$ cat src/rtl/diag_parity_decoder.sv
// Two-stage decoder/corrector for the 34-bit diagonal/parity codeword (16 data + 18 check bits).
// Stage 1 captures data and syndrome; stage 2 corrects, classifies and presents the word.
module diag_parity_decoder #(
  parameter int unsigned CNT_W = 16
) (
  input  logic             clk,
  input  logic             rst,
  input  logic             in_valid,
  output logic             in_ready,
  input  logic [33:0]      code_in,
  output logic             out_valid,
  input  logic             out_ready,
  output logic [15:0]      data_out,
  output logic [17:0]      syndrome_out,
  output logic             err_corr,
  output logic             err_chk,
  output logic             err_uncorr,
  input  logic             cnt_clr,
  output logic [CNT_W-1:0] corr_cnt,
  output logic [CNT_W-1:0] uncorr_cnt
);

  localparam int unsigned DATA_W = 16;
  localparam int unsigned CHK_W  = 18;
  localparam int unsigned WT_W   = 5;
  localparam logic [CNT_W-1:0] CNT_MAX = '1;

  // Check-bit equations; also yields each data bit's signature when fed a one-hot word.
  function automatic logic [CHK_W-1:0] calc_chk(input logic [DATA_W-1:0] x);
    logic [CHK_W-1:0] c;
    c[0]  = x[2] ^ x[0];
    c[1]  = x[3] ^ x[1];
    c[2]  = x[3] ^ x[7] ^ x[11] ^ x[15];
    c[3]  = x[3] ^ x[6] ^ x[11] ^ x[14];
    c[4]  = x[6] ^ x[4];
    c[5]  = x[7] ^ x[5];
    c[6]  = x[2] ^ x[6] ^ x[10] ^ x[14];
    c[7]  = x[2] ^ x[7] ^ x[10] ^ x[15];
    c[8]  = x[10] ^ x[8];
    c[9]  = x[11] ^ x[9];
    c[10] = x[1] ^ x[5] ^ x[9] ^ x[13];
    c[11] = x[1] ^ x[4] ^ x[9] ^ x[12];
    c[12] = x[14] ^ x[12];
    c[13] = x[15] ^ x[13];
    c[14] = x[0] ^ x[4] ^ x[8] ^ x[12];
    c[15] = x[0] ^ x[5] ^ x[8] ^ x[13];
    c[16] = x[2] ^ x[5] ^ x[10] ^ x[13];
    c[17] = x[1] ^ x[6] ^ x[9] ^ x[14];
    return c;
  endfunction

  logic              en_c;
  logic              hs_c;
  logic [DATA_W-1:0] fix_mask_c;
  logic [WT_W-1:0]   weight_c;
  logic              is_sig_c;
  logic              is_zero_c;
  logic              one_hot_c;

  logic              s1_valid_q, s1_valid_d;
  logic [DATA_W-1:0] s1_data_q,  s1_data_d;
  logic [CHK_W-1:0]  s1_synd_q,  s1_synd_d;
  logic              out_valid_q, out_valid_d;
  logic [DATA_W-1:0] data_q,     data_d;
  logic [CHK_W-1:0]  synd_q,     synd_d;
  logic              corr_q,     corr_d;
  logic              chk_q,      chk_d;
  logic              uncorr_q,   uncorr_d;
  logic [CNT_W-1:0]  corr_cnt_q, corr_cnt_d;
  logic [CNT_W-1:0]  uncorr_cnt_q, uncorr_cnt_d;

  assign en_c = !out_valid_q || out_ready;
  assign hs_c = out_valid_q && out_ready;

  // Syndrome classification for the word held in stage 1.
  always_comb begin
    fix_mask_c = '0;
    weight_c   = '0;
    for (int i = 0; i < DATA_W; i++) begin
      if (s1_synd_q == calc_chk(DATA_W'(1) << i)) fix_mask_c[i] = 1'b1;
    end
    for (int k = 0; k < CHK_W; k++) begin
      weight_c = weight_c + WT_W'(s1_synd_q[k]);
    end
    is_sig_c  = |fix_mask_c;
    is_zero_c = (s1_synd_q == '0);
    one_hot_c = (weight_c == WT_W'(1));
  end

  // Next-state for both pipeline stages and the counters.
  always_comb begin
    s1_valid_d   = s1_valid_q;
    s1_data_d    = s1_data_q;
    s1_synd_d    = s1_synd_q;
    out_valid_d  = out_valid_q;
    data_d       = data_q;
    synd_d       = synd_q;
    corr_d       = corr_q;
    chk_d        = chk_q;
    uncorr_d     = uncorr_q;
    corr_cnt_d   = corr_cnt_q;
    uncorr_cnt_d = uncorr_cnt_q;

    if (en_c) begin
      s1_valid_d  = in_valid;
      out_valid_d = s1_valid_q;
      if (in_valid) begin
        s1_data_d = code_in[15:0];
        s1_synd_d = code_in[33:16] ^ calc_chk(code_in[15:0]);
      end
      if (s1_valid_q) begin
        data_d   = s1_data_q ^ fix_mask_c;
        synd_d   = s1_synd_q;
        corr_d   = is_sig_c;
        chk_d    = !is_sig_c && one_hot_c;
        uncorr_d = !is_zero_c && !is_sig_c && !one_hot_c;
      end
    end

    // Clear takes priority over a same-cycle increment.
    if (cnt_clr) begin
      corr_cnt_d   = '0;
      uncorr_cnt_d = '0;
    end else if (hs_c) begin
      if ((corr_q || chk_q) && corr_cnt_q != CNT_MAX) corr_cnt_d = corr_cnt_q + CNT_W'(1);
      if (uncorr_q && uncorr_cnt_q != CNT_MAX) uncorr_cnt_d = uncorr_cnt_q + CNT_W'(1);
    end
  end

  always_ff @(posedge clk or posedge rst) begin
    if (rst) begin
      s1_valid_q   <= 1'b0;
      s1_data_q    <= '0;
      s1_synd_q    <= '0;
      out_valid_q  <= 1'b0;
      data_q       <= '0;
      synd_q       <= '0;
      corr_q       <= 1'b0;
      chk_q        <= 1'b0;
      uncorr_q     <= 1'b0;
      corr_cnt_q   <= '0;
      uncorr_cnt_q <= '0;
    end else begin
      s1_valid_q   <= s1_valid_d;
      s1_data_q    <= s1_data_d;
      s1_synd_q    <= s1_synd_d;
      out_valid_q  <= out_valid_d;
      data_q       <= data_d;
      synd_q       <= synd_d;
      corr_q       <= corr_d;
      chk_q        <= chk_d;
      uncorr_q     <= uncorr_d;
      corr_cnt_q   <= corr_cnt_d;
      uncorr_cnt_q <= uncorr_cnt_d;
    end
  end

  assign in_ready     = en_c;
  assign out_valid    = out_valid_q;
  assign data_out     = data_q;
  assign syndrome_out = synd_q;
  assign err_corr     = corr_q;
  assign err_chk      = chk_q;
  assign err_uncorr   = uncorr_q;
  assign corr_cnt     = corr_cnt_q;
  assign uncorr_cnt   = uncorr_cnt_q;

endmodule

$ cat config.mk
export PLATFORM = sky130hd
export DESIGN_NAME = diag_parity_decoder
export DESIGN_NICKNAME = d
export VERILOG_FILES = /design/src/rtl/diag_parity_decoder.sv
export SDC_FILE = /design/constraint.sdc
export NUM_CORES = 1
export LEC_CHECK = 0
export ABC_CLOCK_PERIOD_IN_PS = 5050
export CORE_MARGIN = 2
export CORE_UTILIZATION = 53
export CTS_CLUSTER_SIZE = 20
export DETAILED_ROUTE_END_ITERATION = 10
export GPL_TIMING_DRIVEN = 0
export PLACE_DENSITY = 0.81
export REMOVE_ABC_BUFFERS = 1
export SLEW_MARGIN = 30
export SYNTH_ARGS = -nofsm -noshare
export SYNTH_HDL_FRONTEND = slang
export SYNTH_SLANG_ARGS = --single-unit
$ cat constraint.sdc
create_clock -name clk -period 5.05 [get_ports clk]
set_input_delay 0.505 -clock clk [delete_from_list [all_inputs] [get_ports clk]]
set_output_delay 0.505 -clock clk [all_outputs]
set_load 0.01 [all_outputs]
# == Word-level counts from Yosys, hierarchy flattened ==
# Cells that the tools add are included.
# word_totals
ff_bits,105
inputBits,39
# op_classes
add_sub_neg,19
eq_ne,19
muxes,22
bitwise_logic,40
reduce_logical,21
# ops
cell,n
$mux 16,6
$eq 18x17->1 const B,4
$eq 18x18->1 const B,4
$add 5x1->5,13
$xor 1x1->1,38
$eq 18x15->1 const B,2
$eq 18x16->1 const B,2
$add 16x1->16 const B,2
$ne 16x16->1 const B,2
$eq 18x10->1 const B,1
$eq 18x14->1 const B,1
$eq 18x4->1 const B,1
$eq 18x8->1 const B,1
$logic_not 18->1,1
$xor 18x18->18,1
$mux 1,16
$reduce_or 16->1,1
$xor 16x16->16,1
$reduce_and 2->1,4
$logic_and 1x1->1,6
$reduce_bool 2->1,3
$add 4x1->5,1
$eq 5x1->1 const B,1
$add 3x1->4,1
4 further kinds,8

# == Depth between registers and ports, before layout ==
# depth
depth_word,20
depth_mapped,17
ltp_nobuf,16

# == Worst setup path after synthesis ==
# Ideal clock, no wire load.
# synth_path
path_kind,register to register
from,register s1_synd_q[9]
to,"register uncorr_q, in the netlist err_uncorr"
setup_ns,0.128
arrival_ns,4.344
path_slack_ns,0.578
path_stages_with_launch,17
n_path_buf,1
cell_sequence,dfrtp_1 clkbuf_1 inv_1 fa_1 inv_1 fa_1 fa_1 inv_1 fa_1 fa_1 inv_1 ha_1 fa_1 nor4b_1 nand3_1 o21ai_0 o21ai_0
# synth_between
elab_chain_cells,12
elab_cells_between_ends,49
classes_between,add/sub (9); eq/ne (17); mux (16); reduce/logical (7)
# synth_rtl
item,line_no,text
"start, declared",62,"logic [CHK_W-1:0] s1_synd_q, s1_synd_d;"
"start signal, assigned",146,s1_synd_q <= s1_synd_d;
$add 5x1->5 (9 in series),83,weight_c = weight_c + WT_W'(s1_synd_q[k]);
$eq 5x1->1,87,one_hot_c = (weight_c == WT_W'(1));
$logic_not 1->1,116,uncorr_d = !is_zero_c && !is_sig_c && !one_hot_c;
$logic_and 1x1->1 (*),116,
"end signal, assigned",152,uncorr_q <= uncorr_d;
"end, declared",68,"logic uncorr_q, uncorr_d;"
# Every way passes the cells marked *; elsewhere a longest branch is shown, timed or not.
# A chain may end at the register's enable or synchronous reset.

# == Final worst setup path ==
# Ends and elaborated chain as after synthesis.

==> qor.yml <==
outcome: "completed"
fmax_mhz: 207
yosysTopAreaCell: "dfrtp_1"
netlist_area_um2: 5780
htreeDepth: 3
grt_use_total_pct: 23.9
cts_hold_buf: 0
p_per_area_nw_per_um2: 451
cp_slowest_cell: "dfrtp_1"
cp_max_fo: 8
area_growth_pct: 23.9
final_util_pct: 66.6
wire_per_inst_um: 16.3
crit_top_cell: "fa_1"
path_buf_inv: 4
vias_per_cell: 5.39
place.gp.congestion: 0.920
grt_pass1_vias: 4412
crit_type: "register to register"
synth_top_cells_by_area: "dfrtp_1 45%, xnor2_1 7.3%, xor2_1 5.8%"
drt_first_pass_iters: 5
netlist.area_leader.share_pct: 45.5
antenna_left: 0
ys_top_cells_by_count: "105 x dfrtp_1, 65 x nand2_1, 52 x o21ai_0"
worst_setup_path_end_kind: "register"
numCtsBuffers: 9
synthFlopType: "dfrtp_1"
ios: 110
synth-edff-count: 0
path_delay_family: "adder cells"
cts_tree: "yes"
slew_violations: 0
portBuffers: 109
antenna_cells: 0
yosysWarnings: 0
seq_area_frac_synth_pct: 45.5
setup_tns_ns: 0
required_ns: 5.32
dp_hpwl_um: 10100
die_area_um2: 11800
die_height_um: 108
hold_viol_final: 0
clk_path_buf_depth: 2
cts_sinks: 105
maxCapViolations: 0
synth_cell_types: 47
crit_chain: "inv_1, fa_1, inv_1, fa_1, fa_1, inv_1, fa_1, fa_1, inv_1, ha_1, fa_1, nor4b_1, nand3_1, o21ai_0, o21ai_0"
rsz0062_at_grt: "false"
synth-seq-cells: 105
arrival_ns: 5.09
p_leak_nw: 2.95
critPathMaxStageDelay_ns: 0.56
drcViolationCount: 0
setup_viol: 0
clk_latency_ns: 0.38
avgSynthCellArea_um2: 10.2
cts_root_buffer: "clkbuf_8"
antenna_found_initial: 0
die_w_um: 108
grt_overflow: 0
vdd_drop_max_mv: 0.310
routed_wl_um: 13300
tightestPinTransition_ns: 0.718
async_reset_ff_share_pct: 100
drive_above_1_share_pct: 8.61
cp-start-kind: "register"
fin_skew_ns: 0.0110
period_share_pct: 95.6
synthCells: 568
vias: 4386
yosysMostFrequentCell: "dfrtp_1"
rows: 38
grt_pass1_wl_um: 21600
max_slew_margin_pct: 51.7
hold_class: "register to register"
start_util_pct: 53.8
grt_max_degree: 68
coreArea_um2: 10700
path_clk_slew_ns: 0.09
layout_min_cycle_time_ns: 4.83
fin_nets: 733
drt_iter0_markers: 188
## where the power goes
group | total (W) | internal (W) | leakage, nW | switching [W]
Sequential | 0.00119 | 0.00101 | 1.34 | 0.000185
Combinational | 0.00158 | 0.000776 | 1.54 | 0.000806
Clock | 0.000451 | 0.000179 | 0.0774 | 0.000272
Total | 0.00323 | 0.00196 | 2.95 | 0.00126
## logic make-up (layout without fill, tap and decap cells)
family	count (synthesis)	in the layout	synth area share, %
muxes	27	27	5.22
AOI/OAI and AO/OA	71	71	7.34
DFF	105	105	45.5
buffers and inverters	51	157	3.66
xor gates and xnor gates	86	86	13.0
and+or+nand+nor	203	203	18.3
adders and majority gates	25	25	6.97
## path summary, 6_finish.rpt
path | start | endpoint | slack, ns | cells after the start
worst max-delay path | s1_synd_q[9]$_DFFE_PP0P_ | err_uncorr$_DFFE_PP0P_ | 0.22 | 15
worst min-delay path | data_out[4]$_DFFE_PP0P_ | data_out[4]$_DFFE_PP0P_ | 0.48 | 2
worst max register to register | s1_synd_q[9]$_DFFE_PP0P_ | err_uncorr$_DFFE_PP0P_ | 0.22 | 15
worst min register to register | data_out[4]$_DFFE_PP0P_ | data_out[4]$_DFFE_PP0P_ | 0.48 | 2
max in group asynchronous | rst | s1_synd_q[5]$_DFFE_PP0P_ | 3.91 | 3
min in group asynchronous | rst | uncorr_cnt[14]$_DFFE_PP0P_ | 0.49 | 2
## flip-flops by register name, indices dropped and copies added, names as in the netlist
register / flops
corr_cnt: 16
data_out: 16
err_chk: 1
err_corr: 1
err_uncorr: 1
out_valid: 1
s1_data_q: 16
s1_synd_q: 18
s1_valid_q: 1
syndrome_out: 18
uncorr_cnt: 16
## worst reg2reg max path, cell delays in order, from the launching register on
cell and delay (ns):
dfrtp_1 0.56, inv_1 0.17, fa_1 0.50, inv_1 0.05, fa_1 0.47, fa_1 0.51, inv_1 0.05, fa_1 0.45
fa_1 0.49, inv_1 0.04, ha_1 0.20, fa_1 0.46, nor4b_1 0.38, nand3_1 0.17, o21ai_0 0.11, o21ai_0 0.10
## what timing repair did
item | in CTS | in global routing
buffers inserted | 0 | 0
setup endpoints to repair | 0 | 1
resized for setup | 0 | 1
## placed cells by master, fill, tap and decap left out, drive strengths merged, types with 2 or more instances in the layout
cell and n:
a21oi 7, and2 3, and3 5, and4 7
buf 3, clkbuf 13, clkdlybuf4s50 108, clkinv 2
dfrtp 105, fa 12, ha 13, inv 30
mux2 25, mux2i 2, nand2 65, nand3 25
nand4 15, nor2 48, nor2b 4, nor3 9
nor4 10, nor4b 3, nor4bb 2, o211a 2
o21ai 53, or3 3, xnor2 48, xor2 38
## cell type report
| type | count | area (um2) |
|---|---|---|
| Inverter | 30 | 118 |
| Clock buffer | 13 | 139 |
| Sequential cell | 105 | 2630 |
| Tap cell | 140 | 175 |
| Clock inverter | 3 | 17.5 |
| Timing Repair Buffer | 111 | 1130 |
| Multi-Input combinational cell | 412 | 2950 |
| Fill cell | 899 | 3590 |
## per-stage QoR
stage / hold slack, ns / instance area [um2] / instances / total power, W / setup slack [ns]
6_report: 0.482 / 7160 / 814 / 0.00323 / 0.224
5_1_grt: 0.510 / 7160 / 814 / 0.00350 / 0.0582
4_1_cts: 0.484 / 7160 / 814 / 0.00327 / 0.118
3_5_place_dp: 0.469 / 7000 / 798 / 0.00281 / 0.141
3_3_place_gp: 0.450 / 6940 / 796 / 0.00264 / 0.329
2_1_floorplan: 0.436 / 5680 / 547 / 0.00217 / 0.648
## layer usage
layer	share of wire [%]	wire length, um	up-vias	GRT usage [%]
li1	-	-	2120	-
met1	43	5720	2131	30.8
met2	50	6680	120	40.1
met3	5.2	697	15	4.58
met4	1.5	200	0	8.70
met5	0	0	-	0
No activity file was read; power rests on OpenSTA's default activity.
